--- src/rtl/uart_pkg.sv ---
// Shared UART definitions: FSM state encoding and default bit timing,
// used by both the transmitter and the receiver.
package uart_pkg;

  localparam int DEFAULT_CLKS_PER_BIT = 32;

  localparam logic [2:0] ST_IDLE   = 3'd0;
  localparam logic [2:0] ST_START  = 3'd1;
  localparam logic [2:0] ST_DATA   = 3'd2;
  localparam logic [2:0] ST_PARITY = 3'd3;
  localparam logic [2:0] ST_STOP   = 3'd4;

endpackage

--- src/rtl/uart_tx_if.sv ---
// Byte handshake between a host-side producer and the UART transmitter.
interface uart_tx_if;

  logic [7:0] tx_data;
  logic       tx_valid;
  logic       tx_ready;

  modport master (output tx_data, output tx_valid, input tx_ready);
  modport slave  (input tx_data, input tx_valid, output tx_ready);

endinterface

--- src/rtl/uart_baud_cnt.sv ---
// Bit-period counter: counts 0..CLKS_PER_BIT-1 and flags the last cycle
// of each bit with tick. Held at zero while clear is high.
module uart_baud_cnt
  import uart_pkg::*;
#(
  parameter int CLKS_PER_BIT = DEFAULT_CLKS_PER_BIT
) (
  input  logic clk,
  input  logic rst_n,
  input  logic clear,
  output logic tick
);

  localparam int CNT_W = (CLKS_PER_BIT > 1) ? $clog2(CLKS_PER_BIT) : 1;
  localparam logic [CNT_W-1:0] LAST = CNT_W'(CLKS_PER_BIT - 1);

  logic [CNT_W-1:0] cnt;

  always_ff @(posedge clk or negedge rst_n) begin
    if (!rst_n) begin
      cnt <= '0;
    end else if (clear || cnt == LAST) begin
      cnt <= '0;
    end else begin
      cnt <= cnt + 1'b1;
    end
  end

  assign tick = !clear && (cnt == LAST);

endmodule

--- src/rtl/uart_tx.sv ---
// UART transmitter, 8N1/8N2 LSB first with a fixed bit period.
// Define UART_TX_PARITY_EN to append an even-parity bit (8E1/8E2).
module uart_tx
  import uart_pkg::*;
#(
  parameter int CLKS_PER_BIT = DEFAULT_CLKS_PER_BIT,
  parameter int STOP_BITS    = 1
) (
  input  logic      clk,
  input  logic      rst_n,
  uart_tx_if.slave  bus,
  output logic      tx,
  output logic      tx_busy,
  output logic      tx_done
);

  logic [2:0] state;
  logic [2:0] state_next;
  logic [7:0] shift_reg;
  logic [2:0] bit_idx;
  logic       stop_idx;
  logic       stop_last;
  logic       tick;
  logic       accept;
  logic       line_next;
`ifdef UART_TX_PARITY_EN
  logic       parity_bit;
`endif

  uart_baud_cnt #(.CLKS_PER_BIT(CLKS_PER_BIT)) u_baud (
    .clk   (clk),
    .rst_n (rst_n),
    .clear (state == ST_IDLE),
    .tick  (tick)
  );

  assign accept    = bus.tx_valid && bus.tx_ready;
  assign stop_last = (STOP_BITS == 1) || stop_idx;

  always_comb begin
    state_next = state;
    case (state)
      ST_IDLE:  if (accept) state_next = ST_START;
      ST_START: if (tick) state_next = ST_DATA;
      ST_DATA: begin
        if (tick && bit_idx == 3'd7) begin
`ifdef UART_TX_PARITY_EN
          state_next = ST_PARITY;
`else
          state_next = ST_STOP;
`endif
        end
      end
`ifdef UART_TX_PARITY_EN
      ST_PARITY: if (tick) state_next = ST_STOP;
`endif
      ST_STOP:  if (tick && stop_last) state_next = ST_IDLE;
      default:  state_next = ST_IDLE;
    endcase
  end

  always_comb begin
    line_next = 1'b1;
    case (state)
      ST_START:  line_next = 1'b0;
      ST_DATA:   line_next = shift_reg[0];
`ifdef UART_TX_PARITY_EN
      ST_PARITY: line_next = parity_bit;
`endif
      default:   line_next = 1'b1;
    endcase
  end

  // Line outputs trail the FSM by one cycle, so the idle/ready state of
  // the FSM overlaps the last frame cycle and back-to-back frames leave
  // exactly one idle-high cycle between them.
  always_ff @(posedge clk or negedge rst_n) begin
    if (!rst_n) begin
      state        <= ST_IDLE;
      shift_reg    <= '0;
      bit_idx      <= '0;
      stop_idx     <= 1'b0;
      bus.tx_ready <= 1'b0;
      tx           <= 1'b1;
      tx_busy      <= 1'b0;
      tx_done      <= 1'b0;
`ifdef UART_TX_PARITY_EN
      parity_bit   <= 1'b0;
`endif
    end else begin
      state        <= state_next;
      bus.tx_ready <= (state_next == ST_IDLE);
      tx           <= line_next;
      tx_busy      <= (state != ST_IDLE);
      tx_done      <= (state == ST_STOP) && tick && stop_last;
      if (accept) begin
        shift_reg  <= bus.tx_data;
        bit_idx    <= '0;
        stop_idx   <= 1'b0;
`ifdef UART_TX_PARITY_EN
        parity_bit <= ^bus.tx_data;
`endif
      end else if (state == ST_DATA && tick) begin
        shift_reg <= shift_reg >> 1;
        bit_idx   <= bit_idx + 3'd1;
      end else if (state == ST_STOP && tick) begin
        stop_idx  <= ~stop_idx;
      end
    end
  end

endmodule

--- src/flat_wrapper.sv ---
// flat-port wrapper written by rule: the top's interface ports become plain ports
module uart_tx_flat import uart_pkg::*;
#(
  parameter int CLKS_PER_BIT = DEFAULT_CLKS_PER_BIT,
  parameter int STOP_BITS    = 1
)
  (clk, rst_n, tx, tx_busy, tx_done, bus_tx_data, bus_tx_valid, bus_tx_ready);
  uart_tx_if bus_i ();
  input  logic clk;
  input  logic rst_n;
  output logic tx;
  output logic tx_busy;
  output logic tx_done;
  input wire logic [$bits(bus_i.tx_data)-1:0] bus_tx_data;
  input wire logic [$bits(bus_i.tx_valid)-1:0] bus_tx_valid;
  output wire logic [$bits(bus_i.tx_ready)-1:0] bus_tx_ready;
  assign bus_i.tx_data = bus_tx_data;
  assign bus_i.tx_valid = bus_tx_valid;
  assign bus_tx_ready = bus_i.tx_ready;
  uart_tx #(.CLKS_PER_BIT(CLKS_PER_BIT), .STOP_BITS(STOP_BITS)) u_core (.clk(clk), .rst_n(rst_n), .bus(bus_i), .tx(tx), .tx_busy(tx_busy), .tx_done(tx_done));
endmodule
--- config.mk ---
export PLATFORM = sky130hd
export DESIGN_NAME = uart_tx_flat
export DESIGN_NICKNAME = d
export VERILOG_FILES = /design/src/rtl/uart_pkg.sv /design/src/rtl/uart_tx_if.sv /design/src/rtl/uart_baud_cnt.sv /design/src/rtl/uart_tx.sv /design/src/flat_wrapper.sv
export SDC_FILE = /design/constraint.sdc
export NUM_CORES = 1
export LEC_CHECK = 0
export CAP_MARGIN = 20
export CORE_MARGIN = 4
export CORE_UTILIZATION = 30
export DETAILED_ROUTE_END_ITERATION = 8
export GPL_ROUTABILITY_DRIVEN = 1
export MAX_ROUTING_LAYER = met4
export REMOVE_ABC_BUFFERS = 1
export SYNTH_ARGS = -nofsm -noshare
export SYNTH_HDL_FRONTEND = slang
export SYNTH_SLANG_ARGS = --single-unit
--- constraint.sdc ---
create_clock -name clk -period 2.35 [get_ports clk]
set_input_delay 0.705 -clock clk [delete_from_list [all_inputs] [get_ports clk]]
set_output_delay 0.705 -clock clk [all_outputs]
set_load 0.02 [all_outputs]
==> metrics, run 1 <==
RSZ-0062 raised after global routing=false; postcts setup bufs=0; status=finished clean; Post-Synthesis Cells=96; worst hold path class=reg -> reg; Vias per Instance=4.49; count leader, synth=dfrtp_1; Post-Layout Cell Count=about 160; delay of the slowest critical-path stage=between 500 and 600 ps; Post-Syn Area=roughly 1100 sq um; critical path endpoint category=output pin; cts bufs inserted=3; Async SR Flop Fraction=between 90% and 100%; CP cell instances=clkdlybuf4s50_1; post-CTS sizing=0; CTS clk-pin slew, worst paths=around 130 ps; area leader, netlist=dfrtp_1; Initial Util=31.7%; CTS Buffer Depth=2; Seq/Total Area, Yosys=between 50 and 60%; IO Count=15; post-synthesis xor/xnor area fraction=about 2.4%; post-detail-place hpwl=around 1300 um; power density cells=between 900 and 1000 nW/um^2; pin count of the biggest net entering global routing=24; max FFs per register=8; Crit path required time=between 1500 and 2000 ps; Post-synth EDFFs=0; post-synthesis simple-gate area fraction=a little under a fifth; setup tns final=0 ps; fin nets=126; GR Overflow Total=0; worst slew pin tran=~330 ps; Arr. time, crit path=1430 ps; Total GRT Usage=8.64%; Startpoint Class=flop; clock latency on the worst-skew pair=slightly above 300 ps; Buf/Inv on CP=1; Max VDD drop=~0.00034 V; largest family of logic cells by synthesized area=simple AND/OR/NAND/NOR gates; Clock Skew=11.1 ps; antenna violations before repair=0; die height=approximately 68 um; DRT Pass-1 Iters=5; WHS=480 ps; placed instance count=about 150; compound-cell area share of the yosys netlist=between 6 and 7%; 1st-iter DRT viols=9; crit-path leading delay family=buffers and inverters; top cells by area, synth=dfrtp_1, mux2i_1, ha_1, nand2_1, o21ai_1; CP max stage cell=clkdlybuf4s50_1; final hold violation count=0; synth cell count leaders=dfrtp_1, nand2_1, mux2i_1; fin crit share=90.9%; Final setup viols=0; detailed-route wire length per cell=between 10 and 15 um; TritonCTS sink count=23; DR vias=about 700; core area=approximately 3400 sq um; share of layout cells above drive strength 1=just over 8%; Ys Warns=0; htree depth=1; DIE AREA=about 4600 sq um; first-pass GRT wire length=2900 um; Max FO, Critical Path=1; area grow syn2layout=18.0%; ANT cells=0; DP Worst Slack=457 ps; share of the synthesized area in the top cell type=about half; Crit Path Category=reg -> out; synthesized-area fraction occupied by adder cells=under 10%; DRC errors left=0; leakage=0.517 nW; Rows=21; GPL Wtd Cong=0.669; mux share of post-synthesis cell area=under 10%; Max Cap Violations=0; die width=roughly 68 um; fmax=roughly 470 MHz; CTS tree=built; fin util=approximately 37%; headroom to the max-slew limit=between 70% and 80%; final wirelength=around 1800 um; fin. max-slew vios=0; vias in the first global route=between 600 and 700; CTS Hold Bufs=0; CTS root buffer=clkbuf_4; min Tclk post-route=between 2000 and 2500 ps; post-synthesis register bit count=23; input/output buffers=14; antenna viol nets, final=0; post-synthesis cell type count=31; prevailing post-synth register cell=dfrtp_1; Setup WS post-layout=around 210 ps; syn avg cell area=roughly 11 sq um
==> path summary, 6_finish.rpt <==
| kind | start | end | slack [ps] | cells past startpoint |
|---|---|---|---|---|
| setup / recovery | u_core.tx$_DFF_PN1_ | tx | 210 | 1 |
| max in group asynchronous | rst_n | u_core.tx$_DFF_PN1_ | 1340 | 2 |
| hold / removal | u_core.u_baud.cnt[0]$_DFF_PN0_ | u_core.u_baud.cnt[0]$_DFF_PN0_ | 480 | 1 |
| hold reg to reg | u_core.u_baud.cnt[0]$_DFF_PN0_ | u_core.u_baud.cnt[0]$_DFF_PN0_ | 480 | 1 |
| setup reg to reg | u_core.u_baud.cnt[0]$_DFF_PN0_ | u_core.shift_reg[1]$_DFFE_PN0P_ | 430 | 6 |
| min in group asynchronous | rst_n | u_core.u_baud.cnt[2]$_DFF_PN0_ | 720 | 2 |
==> through the flow <==
stage                     cell area, sq um  power [W]
after floorplan                       1030   0.000860
after global placement                1240   0.000989
after detailed placement              1240    0.00101
after CTS                             1270    0.00120
after global routing                  1270    0.00126
final                                 1270    0.00118
==> cell families after synthesis <==
| kind of cell | count (synthesis) |
|---|---|
| and+or+nand+nor | 36 |
| DFF | 23 |
| AOI/OAI and AO/OA | 13 |
| muxes | 10 |
| buffers and inverters | 7 |
| adders and majority gates | 4 |
| xor gates and xnor gates | 3 |
==> placed cells by master, fill, tap and decap left out, types with 2 or more instances in the layout <==
| master | instances |
|---|---|
| clkdlybuf4s50_1 | 14 |
| clkbuf_4 | 3 |
| mux2i_1 | 9 |
| dfrtp_1 | 22 |
| o21ai_0 | 3 |
| a21oi_1 | 3 |
| xnor2_1 | 2 |
| and2_1 | 3 |
| nor2_1 | 7 |
| o21ai_1 | 6 |
| nand3b_1 | 2 |
| nand2_1 | 11 |
| nor3b_1 | 2 |
| nor2b_1 | 2 |
| buf_4 | 2 |
| ha_1 | 4 |
==> layout make-up <==
class / instances / area (sq um)
Multi-Input combinational cell: 66 / 449
Timing Repair Buffer: 16 / 155
Sequential cell: 23 / 577
Fill cell: 342 / 2120
Tap cell: 46 / 57.6
Clock buffer: 4 / 26.3
Inverter: 1 / 3.75
==> power breakdown <==
group	total (W)	switching (W)	leakage [nW]	internal, W
logic	0.000362	0.000174	0.215	0.000187
registers	0.000630	0.0000869	0.287	0.000543
clock network	0.000187	0.000121	0.0150	0.0000663
==> layer usage <==
layer	part of all wire (%)	global-route usage, %
met2	47	13.7
met4	1.3	3.72
met1	47	10.5
met5	0	-
met3	4.9	2.13
==> worst reg2reg max path, delay by kind of cell, from the launching register on <==
| kind | cells | cell delay, ps |
|---|---|---|
| AND/OR/NAND/NOR | 2 | 590 |
| adder cells (fa/ha/maj) | 2 | 490 |
| flip-flops | 1 | 400 |
| multiplexers | 1 | 260 |
| AO/OA/AOI/OAI | 1 | 70 |
Power figures use the tool's default switching activity.
==> run 2, diff against run 1 <==
--- a/config.mk
+++ b/config.mk
@@ -5,7 +5,6 @@
 export SDC_FILE = /design/constraint.sdc
 export NUM_CORES = 1
 export LEC_CHECK = 0
-export CAP_MARGIN = 20
 export CORE_MARGIN = 4
 export CORE_UTILIZATION = 30
 export DETAILED_ROUTE_END_ITERATION = 8
==> results of run 2 <==
The final DEF is identical to that of run 1; final timing and power are the same.
